--- src/rtl/ls7212_pkg.sv ---
// Shared types and defaults for the LS7212 response monitor.
package ls7212_pkg;

    localparam int unsigned DefaultCntW    = 16;
    localparam int unsigned DefaultTimeout = 32'h0000_FFFF;

    typedef enum logic [1:0] {
        KindAssert  = 2'b00,
        KindRelease = 2'b01,
        KindTimeout = 2'b10
    } rec_kind_t;

    // Record layout at the default counter width; the top packs the same field order.
    typedef struct packed {
        rec_kind_t              kind;
        logic [DefaultCntW-1:0] delta;
        logic [DefaultCntW-1:0] width;
        logic                   sat;
    } rec_t;

endpackage

--- src/rtl/ls7212_rec_fifo.sv ---
// Single-clock record FIFO with valid/ready pop and sticky drop-on-full flag.
module ls7212_rec_fifo #(
    parameter int unsigned DEPTH = 4,
    parameter int unsigned WIDTH = 8
) (
    input  logic             clk,
    input  logic             reset,
    input  logic             push,
    input  logic [WIDTH-1:0] push_data,
    output logic             pop_valid,
    input  logic             pop_ready,
    output logic [WIDTH-1:0] pop_data,
    output logic             full,
    output logic             empty,
    output logic             overflow
);
    localparam int unsigned AW = $clog2(DEPTH);
    localparam logic [AW:0] DepthVal = (AW + 1)'(DEPTH);

    logic [WIDTH-1:0] mem_q [DEPTH];
    logic [WIDTH-1:0] mem_d [DEPTH];
    logic [AW-1:0]    wr_ptr_q, wr_ptr_d, rd_ptr_q, rd_ptr_d;
    logic [AW:0]      count_q, count_d;
    logic             overflow_q, overflow_d;
    logic             pop, push_ok;

    // Pointer, count and storage next-state; a pop frees a slot for a same-cycle push.
    always_comb begin
        pop_valid = (count_q != '0);
        empty     = ~pop_valid;
        full      = (count_q == DepthVal);
        pop_data  = pop_valid ? mem_q[rd_ptr_q] : '0;
        pop       = pop_valid & pop_ready;
        push_ok   = push & (~full | pop);

        mem_d    = mem_q;
        wr_ptr_d = wr_ptr_q;
        rd_ptr_d = rd_ptr_q;
        count_d  = count_q;
        if (push_ok) begin
            mem_d[wr_ptr_q] = push_data;
            wr_ptr_d        = wr_ptr_q + AW'(1);
        end
        if (pop) begin
            rd_ptr_d = rd_ptr_q + AW'(1);
        end
        case ({push_ok, pop})
            2'b10:   count_d = count_q + (AW + 1)'(1);
            2'b01:   count_d = count_q - (AW + 1)'(1);
            default: count_d = count_q;
        endcase
        overflow_d = overflow_q | (push & ~push_ok);
        overflow   = overflow_q;
    end

    // Control state with synchronous reset.
    always_ff @(posedge clk) begin
        if (reset) begin
            wr_ptr_q   <= '0;
            rd_ptr_q   <= '0;
            count_q    <= '0;
            overflow_q <= 1'b0;
        end else begin
            wr_ptr_q   <= wr_ptr_d;
            rd_ptr_q   <= rd_ptr_d;
            count_q    <= count_d;
            overflow_q <= overflow_d;
        end
    end

    // Storage needs no reset: the empty gate masks stale entries.
    always_ff @(posedge clk) begin
        mem_q <= mem_d;
    end

endmodule

--- src/rtl/ls7212_response_monitor.sv ---
// Measures LS7212 delay_out_n timing against its trigger and queues timestamped records.
module ls7212_response_monitor
    import ls7212_pkg::*;
#(
    parameter int unsigned CNT_W   = DefaultCntW,
    parameter int unsigned TIMEOUT = DefaultTimeout,
    parameter int unsigned DEPTH   = 4
) (
    input  logic             clk,
    input  logic             reset,
    input  logic             trigger,
    input  logic             delay_out_n,
    output logic             rec_valid,
    input  logic             rec_ready,
    output logic [1:0]       rec_kind,
    output logic [CNT_W-1:0] rec_delta,
    output logic [CNT_W-1:0] rec_width,
    output logic             rec_sat,
    output logic             overflow
);
    localparam int unsigned      RecW       = 2 + 2 * CNT_W + 1;
    localparam logic [CNT_W-1:0] CntMax     = '1;
    localparam logic [CNT_W-1:0] TimeoutVal = CNT_W'(TIMEOUT);

    logic             trig_s1_q, trig_s1_d, trig_s2_q, trig_s2_d;
    logic             dout_q, dout_d;
    logic             armed_q, armed_d, edge_seen_q, edge_seen_d;
    logic [CNT_W-1:0] trig_cnt_q, trig_cnt_d, low_cnt_q, low_cnt_d;
    logic             trig_edge, fall, rise, out_edge, timeout_hit;
    logic             push, push_sat;
    rec_kind_t        push_kind;
    logic [CNT_W-1:0] push_delta, push_width;
    logic [RecW-1:0]  push_data, head_data;
    logic             fifo_full, fifo_empty;
    logic             unused_fifo_flags;

    // Edge detection, record formation and counter next-state.
    always_comb begin
        trig_s1_d   = trigger;
        trig_s2_d   = trig_s1_q;
        dout_d      = delay_out_n;
        trig_edge   = trig_s1_q ^ trig_s2_q;
        fall        = dout_q & ~delay_out_n;
        rise        = ~dout_q & delay_out_n;
        out_edge    = fall | rise;
        timeout_hit = armed_q & ~edge_seen_q & (trig_cnt_q == TimeoutVal);
        push        = out_edge | timeout_hit;

        // Output edges outrank a coincident timeout; counters are captured pre-load.
        push_kind  = KindAssert;
        push_delta = armed_q ? trig_cnt_q : CntMax;
        push_width = '0;
        if (rise) begin
            push_kind  = KindRelease;
            push_width = low_cnt_q;
        end else if (!fall && timeout_hit) begin
            push_kind  = KindTimeout;
            push_delta = TimeoutVal;
        end
        push_sat  = (push_delta == CntMax) | (push_width == CntMax) | ~armed_q;
        push_data = {push_kind, push_delta, push_width, push_sat};

        armed_d     = armed_q;
        edge_seen_d = edge_seen_q;
        if (out_edge) begin
            edge_seen_d = 1'b1;
        end else if (timeout_hit) begin
            armed_d = 1'b0;
        end
        // A new trigger edge re-arms and restarts measurement, overriding the above.
        if (trig_edge) begin
            trig_cnt_d  = CNT_W'(1);
            armed_d     = 1'b1;
            edge_seen_d = 1'b0;
        end else if (trig_cnt_q != CntMax) begin
            trig_cnt_d = trig_cnt_q + CNT_W'(1);
        end else begin
            trig_cnt_d = trig_cnt_q;
        end

        if (fall) begin
            low_cnt_d = CNT_W'(1);
        end else if (!delay_out_n && low_cnt_q != CntMax) begin
            low_cnt_d = low_cnt_q + CNT_W'(1);
        end else begin
            low_cnt_d = low_cnt_q;
        end
    end

    // Synchronizer, output sampler and measurement counters.
    always_ff @(posedge clk) begin
        if (reset) begin
            trig_s1_q   <= 1'b0;
            trig_s2_q   <= 1'b0;
            dout_q      <= 1'b1;
            armed_q     <= 1'b0;
            edge_seen_q <= 1'b0;
            trig_cnt_q  <= CntMax;
            low_cnt_q   <= '0;
        end else begin
            trig_s1_q   <= trig_s1_d;
            trig_s2_q   <= trig_s2_d;
            dout_q      <= dout_d;
            armed_q     <= armed_d;
            edge_seen_q <= edge_seen_d;
            trig_cnt_q  <= trig_cnt_d;
            low_cnt_q   <= low_cnt_d;
        end
    end

    ls7212_rec_fifo #(
        .DEPTH(DEPTH),
        .WIDTH(RecW)
    ) u_fifo (
        .clk      (clk),
        .reset    (reset),
        .push     (push),
        .push_data(push_data),
        .pop_valid(rec_valid),
        .pop_ready(rec_ready),
        .pop_data (head_data),
        .full     (fifo_full),
        .empty    (fifo_empty),
        .overflow (overflow)
    );

    assign unused_fifo_flags = fifo_full ^ fifo_empty;

    assign rec_kind  = head_data[RecW-1 -: 2];
    assign rec_delta = head_data[RecW-3 -: CNT_W];
    assign rec_width = head_data[CNT_W -: CNT_W];
    assign rec_sat   = head_data[0];

endmodule

--- config.mk ---
export PLATFORM = sky130hd
export DESIGN_NAME = ls7212_response_monitor
export DESIGN_NICKNAME = d
export VERILOG_FILES = /design/src/rtl/ls7212_pkg.sv /design/src/rtl/ls7212_rec_fifo.sv /design/src/rtl/ls7212_response_monitor.sv
export SDC_FILE = /design/constraint.sdc
export NUM_CORES = 1
export LEC_CHECK = 0
export CAP_MARGIN = 15
export CELL_PAD_IN_SITES_DETAIL_PLACEMENT = 0
export CELL_PAD_IN_SITES_GLOBAL_PLACEMENT = 1
export CORE_AREA = 2 2 125 127
export CTS_CLUSTER_DIAMETER = 80
export DETAILED_ROUTE_END_ITERATION = 10
export DIE_AREA = 0 0 127 129
export GPL_TIMING_DRIVEN = 0
export PLACE_DENSITY = 0.85
export SLEW_MARGIN = 25
export SYNTH_ARGS = -nofsm -noshare
export SYNTH_HDL_FRONTEND = slang
export SYNTH_HIERARCHICAL = 1
export SYNTH_SLANG_ARGS = --single-unit
--- constraint.sdc ---
create_clock -name clk -period 6.2 [get_ports clk]
set_clock_uncertainty 0.1 [all_clocks]
set_input_delay 1.24 -clock clk [delete_from_list [all_inputs] [get_ports clk]]
set_output_delay 1.24 -clock clk [all_outputs]
set_load 0.01 [all_outputs]
==> results of run 1 <==
## power by group through the flow
stage | Clock [mW] | Combinational [mW] | Sequential [mW]
6_report | 1.14 | 1.12 | 1.48
2_1_floorplan | 0 | 0.678 | 1.49
3_5_place_dp | 0 | 1.13 | 1.50
4_1_cts | 1.15 | 1.13 | 1.48
3_3_place_gp | 0 | 1.10 | 1.50
5_1_grt | 1.20 | 1.20 | 1.49
## path summary, 6_finish.rpt
kind | to | from | slack (ns)
worst max-delay path | u_fifo/mem_q[119]$_DFFE_PP_ | delay_out_n | 2.30
worst min-delay path | u_fifo/overflow$_SDFF_PP0_ | u_fifo/overflow$_SDFF_PP0_ | 0.38
worst max register to register | u_fifo/mem_q[119]$_DFFE_PP_ | trig_cnt_q[0]$_SDFFE_PP1N_ | 2.45
worst min register to register | u_fifo/overflow$_SDFF_PP0_ | u_fifo/overflow$_SDFF_PP0_ | 0.38
## registers in the layout, indices dropped and copies added, names as in the netlist
register         cells
u_fifo/mem_q       140
low_cnt_q           16
trig_cnt_q          16
u_fifo/count_q       3
u_fifo/rd_ptr_q      2
u_fifo/wr_ptr_q      2
armed_q              1
dout_q               1
edge_seen_q          1
trig_s1_q            1
trig_s2_q            1
u_fifo/overflow      1
## final cells by class
| class | instances | share of cell area |
|---|---|---|
| Tap cell | 188 | 0.0253 |
| Clock buffer | 20 | 0.0469 |
| Inverter | 16 | 0.00645 |
| Clock inverter | 12 | 0.0199 |
| Multi-Input combinational cell | 306 | 0.280 |
| Sequential cell | 185 | 0.548 |
| Timing Repair Buffer | 44 | 0.0516 |
| Buffer | 27 | 0.0214 |
## worst max-delay path: stages
cell	delay, ns
clkdlybuf4s50_1	0.63
inv_1	0.13
ha_1	0.32
o21ai_0	0.19
buf_2	0.30
nor2b_2	0.35
and2_2	0.48
buf_12	0.25
## per-layer routing
metal | up-vias | part of all wire | wire (µm) | track usage
met1 | 2292 | 0.46 | 7110 | 0.273
met3 | 30 | 0.036 | 547 | 0.0391
li1 | 2142 | - | - | -
met5 | - | 0 | 0 | 0
met4 | 0 | 0.027 | 409 | 0.0834
met2 | 123 | 0.47 | 7230 | 0.305
==> summary.md, run 1 <==
| Metric | Value |
|---|---|
| Ports | 42 |
| Final setup viols | 0 |
| Port Buffers | 40 |
| Hold Path Class | flop to flop |
| Avg WL per Cell | 19.2 µm |
| WS Path Type | input pin to flop |
| Crit path max fanout | 25 |
| Clock sink total | 185 |
| GPL Wtd Cong | 0.826 |
| Rel. slew slack | 0.434 |
| Period minus WS final | 3.90 ns |
| Clk slew on worst S/H paths | 0.06 ns |
| Final Instance Count excl. Fillers | 798 |
| Synthesized area per cell | 14.9 µm² |
| DRC violations left | 0 |
| Row count | 45 |
| Reg2Reg Depth | 9 |
| WP data required | 6.22 ns |
| Hold buffers post-CTS | 0 |
| Yosys warning total | 6 |
| Mapped cell area | 0.00797 mm² |
| Power Density | 401 mW/mm² |
| Antenna fix cells | 0 |
| Layout fillers | 1107 |
| Number of CTS-inserted buffers | 17 |
| Vias in the first global route | 4479 |
| VDD IR-drop max | 202 µV |
| Layout area overhead | 16.9% |
| Total GRT Usage | 0.196 |
| Synth Instances | 534 |
| Reg power frac | 0.396 |
| Area of the multi-input gates | 0.00261 mm² |
| Die footprint | 0.0164 mm² |
| Power Total | 3.73 mW |
| Number of hold violations in the final report | 0 |
| Internal cell power | 2.73 mW |
| Tcrit/Tclk final | 0.629 |
| Max-slew violations | 0 |
| Root Buffer | clkbuf_16 |
| Iteration-0 DRC Markers | 304 |
| Post-CTS Resized | 0 |
| Worst Setup End Kind | flop |
| Post-route setup TNS | 0 ns |
| DR vias | 4587 |
| Most frequent cells in the layout | 140 x edfxtp_1, 53 x and2_1, 45 x dfxtp_1 |
| Clock share of power | 0.305 |
| Leak | 3.09 nW |
| First-pass GRT wire length | 24.0 mm |
| Clk_lat worst skew | 0.42 ns |
| Core Util, Final | 0.621 |
| Starting density of the core | 0.532 |
| CP arrival | 3.92 ns |
| Post-Route WL | 15.3 mm |
| Switch share | 0.269 |
| Worst setup SP type | input pin |
| Final WS setup | 2.30 ns |
| Post-DR vias/cell | 5.75 |
| Die Y | 129 µm |
| Final ANT Viol Nets | 0 |
| DR pass1 iterations | 7 |
| Nets | 611 |
| Commonest non-fill, non-tap cell in the layout | edfxtp_1 |
| RSZ-0062 raised after global routing | no |
| Worst hold margin | 0.378 ns |
| Status | completed |
| Hold Path Depth | 2 |
| CTS tree | yes |
| Layout cell share with drive strength beyond 1 | 0.151 |
| Synthesized netlist net count | 548 |
| GR Overflow Total | 0 |
| Fmax | 0.256 GHz |
| Largest net degree at the start of global routing | 26 |
| Max_cap viols | 0 |
| Die Wd | 127 µm |
| Final cell area excluding filler cells | 0.00931 mm² |
| Cells after DPL | 766 |
| Post-CTS Setup Bufs | 0 |
| Core Box Area | 0.0150 mm² |
| DP Wirelength | 10.1 mm |
| H-tree depth | 4 |
| Flip-flop and latch area | 0.00510 mm² |
| Worst-Margin Slew | 0.841 ns |
| Clock tree buffer depth | 2 |
| Placed inst area | 0.00869 mm² |
| Gate power share | 0.299 |
| Switching power | 1.00 mW |
| Initial antenna violation count | 0 |
| Pre-CTS WS | 1.87 ns |
No activity file was read; power rests on OpenSTA's default activity.
==> run 2: changes to the inputs <==
- CORE_AREA: 2 2 125 127 -> 2 2 135 137
- DIE_AREA: 0 0 127 129 -> 0 0 137 139
- PLACE_DENSITY: 0.85 -> 0.77
- clock period: 6.2 -> 3.2 ns (I/O delays scaled with it)
==> summary.md, run 2 (same netlist as run 1, synthesis figures left out) <==
| Metric | Value |
|---|---|
| Status | completed |
| Max-slew violations | 0 (unchanged) |
| Final setup viols | 0 (unchanged) |
| Rel. slew slack | 0.366 (-0.0683) |
| Die Wd | 137 µm (+7.9%) |
| Flip-flop and latch area | 0.00511 mm² (about the same) |
| Antenna fix cells | 0 (unchanged) |
| Worst Setup End Kind | output port |
| Number of CTS-inserted buffers | 17 (unchanged) |
| Root Buffer | clkbuf_16 |
| Top reg by flops | u_fifo/mem_q |
| Total GRT Usage | 0.173 (-0.0225) |
| Final WS setup | 0.0853 ns (-2.21 ns) |
| DR vias | 4662 (+1.6%) |
| Period minus WS final | 3.11 ns |
| Worst Setup EP | rec_sat |
| Crit path from | u_fifo/rd_ptr_q[0]$_SDFFE_PP0P_ |
| Core Util, Final | 0.540 (-0.0813) |
| Tcrit/Tclk final | 0.973 |
| First-pass GRT wire length | 24.7 mm (+2.7%) |
| Nets | 624 (+2.1%) |
| Max_cap viols | 0 (unchanged) |
| Final ANT Viol Nets | 0 (unchanged) |
| Reg-to-reg critical path startpoint | trig_cnt_q[1]$_SDFFE_PP1P_ |
| Layout fillers | 1398 (+26%) |
| Hold Path Class | flop to flop |
| Reg2Reg Depth | 11 (+2) |
| Port Buffers | 40 (unchanged) |
| Worst setup SP type | flop |
| Top Registers | u_fifo/mem_q: 140 flops, low_cnt_q: 16 flops, trig_cnt_q: 16 flops |
| Layout area overhead | 19.7% |
| H-tree depth | 4 (unchanged) |
| Commonest non-fill, non-tap cell in the layout | edfxtp_1 |
| VDD IR-drop max | 436 µV (+120%) |
| Crit path max fanout | 10 (-60%) |
| Pre-CTS WS | -0.631 ns (-2.50 ns) |
| Largest net degree at the start of global routing | 19 (-27%) |
| CTS tree | yes |
| Clock tree buffer depth | 2 (unchanged) |
| Number of hold violations in the final report | 0 (unchanged) |
| WP data required | 2.46 ns (-3.76 ns) |
| Clock sink total | 185 (unchanged) |
| Starting density of the core | 0.451 (-0.0807) |
| CP arrival | 2.37 ns (-1.55 ns) |
| Ports | 42 (unchanged) |
| Power Density | 745 mW/mm² (+86%) |
| Post-DR vias/cell | 5.47 (-4.8%) |
| Most frequent cells in the layout | 140 x edfxtp_1, 53 x and2_1, 44 x dfxtp_1 |
| WS Path Type | flop to output port |
| Initial antenna violation count | 0 (unchanged) |
| Area of the multi-input gates | 0.00266 mm² (+2.2%) |
| Layout cell share with drive strength beyond 1 | 0.172 (+0.0209) |
| Die footprint | 0.0190 mm² (+16%) |
| Vias in the first global route | 4535 (+1.3%) |
| GPL Wtd Cong | 0.829 (+0.38%) |
| DR pass1 iterations | 5 (-2) |
| Iteration-0 DRC Markers | 357 (+17%) |
| RR Endpoint | u_fifo/count_q[2]$_SDFFE_PP0P_ |
| Core Box Area | 0.0177 mm² (+18%) |
| Fmax | 0.321 GHz |
| DRC violations left | 0 (unchanged) |
| Clk_lat worst skew | 0.43 ns (about the same) |
| Clk slew on worst S/H paths | 0.07 ns (about the same) |
| Worst-Margin Slew | 0.943 ns (+0.101 ns) |
| R2r setup slk | 0.20 ns (-2.25 ns) |
| Avg WL per Cell | 18.5 µm (-3.7%) |
| Post-Route WL | 15.7 mm (+2.8%) |
| RSZ-0062 raised after global routing | no |
| GR Overflow Total | 0 (unchanged) |
| Leak | 3.16 nW (+2.2%) |
| Row count | 49 (+8.9%) |
| DP Wirelength | 9.41 mm (-6.6%) |
| Post-route setup TNS | 0 ns (unchanged) |
| Die Y | 139 µm (+7.8%) |
| Largest register FFs | 140 (unchanged) |
## run 2: cell count changes in the layout (fill, tap and decap cells not counted), sizes merged
cell / previous run / this run
inv: 21 / 18
bufinv: 4 / 1
and2: 57 / 61
clkbuf: 31 / 33
clkinvlp: 1 / 4
clkinv: 2 / 3
buf: 20 / 29
## run 2: area by class of cell
| type | instances | share of cell area |
|---|---|---|
| timing repair buffer | 53 | 0.0693 |
| clock buffer | 22 | 0.0487 |
| clock inverter | 10 | 0.00971 |
| inverter | 16 | 0.00630 |
| tap | 229 | 0.0300 |
| sequential | 185 | 0.535 |
| multi-input combinational | 310 | 0.279 |
| buffer | 27 | 0.0214 |
## run 2: where the power goes
group	total, mW	switching (mW)	internal (mW)
clock	1.97	0.855	1.11
sequential	2.86	0.0843	2.78
combinational	2.27	1.01	1.26
## run 2: routing by layer
metal / vias to the layer above / part of all wire / global-route usage
met5: - / 0 / 0
met4: 0 / 0.018 / 0.0629
met3: 20 / 0.039 / 0.0365
met2: 98 / 0.49 / 0.274
met1: 2358 / 0.45 / 0.237
li1: 2186 / - / -
## run 2: critical path, stage by stage, from the launching register on
cell             delay (ns)
dfxtp_1                0.33
buf_6                  0.22
buf_12                 0.19
mux4_2                 0.51
and2_1                 0.21
clkdlybuf4s50_1        0.49
## run 2: worst min path at each step
stage                     slack [ns]                          to  depth (start not counted)                  startpoint
after floorplan                 0.36   low_cnt_q[1]$_SDFFE_PP0P_                          2   low_cnt_q[1]$_SDFFE_PP0P_
after global placement          0.37        trig_s2_q$_SDFF_PP0_                          1        trig_s1_q$_SDFF_PP0_
after detailed placement        0.37  u_fifo/overflow$_SDFF_PP0_                          2  u_fifo/overflow$_SDFF_PP0_
after CTS                       0.38        trig_s2_q$_SDFF_PP0_                          1        trig_s1_q$_SDFF_PP0_
after global routing            0.40        trig_s2_q$_SDFF_PP0_                          1        trig_s1_q$_SDFF_PP0_
final                           0.38        trig_s2_q$_SDFF_PP0_                          1        trig_s1_q$_SDFF_PP0_
## run 2: what timing repair did
action / CTS / global route
cloned: 4 / 0
pin swaps: 6 / 0
hold buffers: 0 / 0
setup buffers: 13 / 0
endpoints found under the setup margin: 140 / 146
resized for setup: 10 / 6
## run 2: through the flow
stage	instance area [µm²]	power, mW	hold WS (ns)	cells
after global routing	9540	7.42	0.398	852
after floorplan	7970	4.20	0.357	534
final	9540	7.10	0.382	852
after global placement	8660	5.05	0.368	803
after detailed placement	8660	5.09	0.368	803
after CTS	9520	7.17	0.384	852
==> run 3: changes to the inputs <==
- GPL_TIMING_DRIVEN: 0 -> 1
- REMOVE_ABC_BUFFERS: default -> 1
- clock period: 3.2 -> 2.7 ns (I/O delays scaled with it)
==> summary.md, run 3 (same netlist as run 1, synthesis figures left out) <==
| Metric | Value |
|---|---|
| Initial antenna violation count | 0 (unchanged) |
| Port Buffers | 41 (+2.5%) |
| Top Registers | u_fifo/mem_q: 140 flops, low_cnt_q: 16 flops, trig_cnt_q: 16 flops |
| Fmax | 0.380 GHz |
| Tcrit/Tclk final | 0.976 |
| Die footprint | 0.0190 mm² (unchanged) |
| Commonest non-fill, non-tap cell in the layout | edfxtp_1 |
| Core Util, Final | 0.542 (+0.00198) |
| Starting density of the core | 0.451 (unchanged) |
| Total GRT Usage | 0.173 (-0.000478) |
| Worst path cell trace | buf_12, mux4_2, and2_1, dlygate4sd2_1 |
| Worst-Margin Slew | 0.753 ns (-0.189 ns) |
| Max-slew violations | 0 (unchanged) |
| Hold Path Class | flop to flop |
| DR pass1 iterations | 5 (unchanged) |
| Largest register FFs | 140 (unchanged) |
| Root Buffer | clkbuf_16 |
| First-pass GRT wire length | 24.8 mm (+0.47%) |
| Worst hold margin | 0.382 ns (-0.000174 ns) |
| Final WS setup | 0.0651 ns (-0.0203 ns) |
| Layout cell share with drive strength beyond 1 | 0.214 (+0.0424) |
| Power Density | 876 mW/mm² (+18%) |
| Clk_lat worst skew | 0.42 ns (about the same) |
| CP arrival | 1.99 ns (-0.38 ns) |
| Pre-CTS WS | -0.284 ns (+0.347 ns) |
| Slowest stage delay, CP | 0.53 ns (+0.02 ns) |
| Ports | 42 (unchanged) |
| Final ANT Viol Nets | 0 (unchanged) |
| Iteration-0 DRC Markers | 372 (+4.2%) |
| Number of hold violations in the final report | 0 (unchanged) |
| Vias in the first global route | 4535 (unchanged) |
| Worst Setup End Kind | output port |
| Max_cap viols | 0 (unchanged) |
| Layout area overhead | 20.2% |
| Core Box Area | 0.0177 mm² (unchanged) |
| Cells after DPL | 818 (+1.9%) |
| Number of CTS-inserted buffers | 17 (unchanged) |
| Period minus WS final | 2.63 ns |
| Clock tree buffer depth | 2 (unchanged) |
| Rel. slew slack | 0.493 (+0.127) |
| Post-DR vias/cell | 5.36 (-2.1%) |
| VDD IR-drop max | 491 µV (+12%) |
| DP Wirelength | 9.82 mm (+4.4%) |
| Die Wd | 137 µm (unchanged) |
| RSZ-0062 raised after global routing | yes |
| Slowest stage cell, crit path | mux4_2 |
| Final setup viols | 0 (unchanged) |
| CTS tree | yes |
| Final Instance Count excl. Fillers | 864 (+1.4%) |
| Clock sink total | 185 (unchanged) |
| Worst setup SP type | flop |
| Top reg by flops | u_fifo/mem_q |
| Largest net degree at the start of global routing | 37 (+18) |
| Antenna fix cells | 0 (unchanged) |
| WP data required | 2.06 ns (-0.40 ns) |
| WS Path Type | flop to output port |
| Nets | 636 (+1.9%) |
| Post-route setup TNS | 0 ns (unchanged) |
| Leak | 3.36 nW (+6.2%) |
| GPL Wtd Cong | 0.769 (-7.3%) |
| H-tree depth | 4 (unchanged) |
| Hold buffers post-CTS | 0 (unchanged) |
| Avg WL per Cell | 17.9 µm (-3.1%) |
| Crit path max fanout | 8 (-2) |
| Row count | 49 (unchanged) |
| Clk slew on worst S/H paths | 0.06 ns (about the same) |
| DRC violations left | 0 (unchanged) |
| GR Overflow Total | 0 (unchanged) |
| Most frequent cells in the layout | 140 x edfxtp_1, 54 x and2_1, 44 x dfxtp_1 |
| DR vias | 4629 (-0.71%) |
| Post-Route WL | 15.5 mm (-1.7%) |
| Die Y | 139 µm (unchanged) |
| Status | completed |
run 3: cell count changes in the layout (fill, tap and decap cells not counted), sizes merged, moves of 3 or more:
cell,change
clkbuf,-11
clkinv,+4
buf,+26
clkdlybuf4s50,-34
and2,-4
clkdlybuf4s15,+12
dlymetal6s2s,+3
dlygate4sd2,+16
run 3: metrics by stage:
stage | total power, mW | instance area (µm²)
3_5_place_dp | 6.03 | 8860
2_1_floorplan | 4.77 | 7770
4_1_cts | 8.42 | 9530
3_3_place_gp | 6.00 | 8860
6_report | 8.39 | 9570
5_1_grt | 8.79 | 9570
run 3: worst max-delay path, delay by kind of cell, from the launching register on:
family / cells / cell delay (ns)
buf+inv: 2 / 0.44
flops: 1 / 0.42
mux: 1 / 0.53
simple gates: 1 / 0.18
run 3: layout make-up:
| class | instances | area (µm²) |
|---|---|---|
| fillers | 1419 | 8080 |
| flip-flops and latches | 185 | 5110 |
| multi-input cells | 306 | 2600 |
| repair buffers | 96 | 942 |
| clock buffers | 18 | 429 |
| well taps | 229 | 287 |
| clock inverters | 14 | 148 |
| inverters | 16 | 60.1 |
run 3: metal layers:
layer	wire, µm	track usage	share of wire
met5	0	0	0
met4	145	0.0472	0.0094
met3	684	0.0380	0.044
met2	7330	0.261	0.47
met1	7310	0.254	0.47
run 3: repair_timing:
item | 4_1_cts | 5_1_grt
gates resized for setup | 43 | 30
cloned | 2 | 0
pin swaps | 0 | 1
setup endpoints to repair | 168 | 135
buffers inserted | 6 | 6
run 3: final timing paths:
check,slack (ns),cells past startpoint,endpoint,from
setup / recovery,0.07,4,rec_delta[14],u_fifo/rd_ptr_q[0]$_SDFFE_PP0P_
hold reg to reg,0.38,1,trig_s2_q$_SDFF_PP0_,trig_s1_q$_SDFF_PP0_
setup reg to reg,0.14,8,u_fifo/mem_q[75]$_DFFE_PP_,trig_cnt_q[1]$_SDFFE_PP1P_
hold / removal,0.38,1,trig_s2_q$_SDFF_PP0_,trig_s1_q$_SDFF_PP0_
run 3: power breakdown:
part / total, mW / switching (mW) / leakage [nW] / internal, mW
Sequential: 3.42 / 0.119 / 1.61 / 3.30
Clock: 2.39 / 1.02 / 0.272 / 1.36
Combinational: 2.59 / 1.19 / 1.48 / 1.40
Total: 8.39 / 2.33 / 3.36 / 6.06
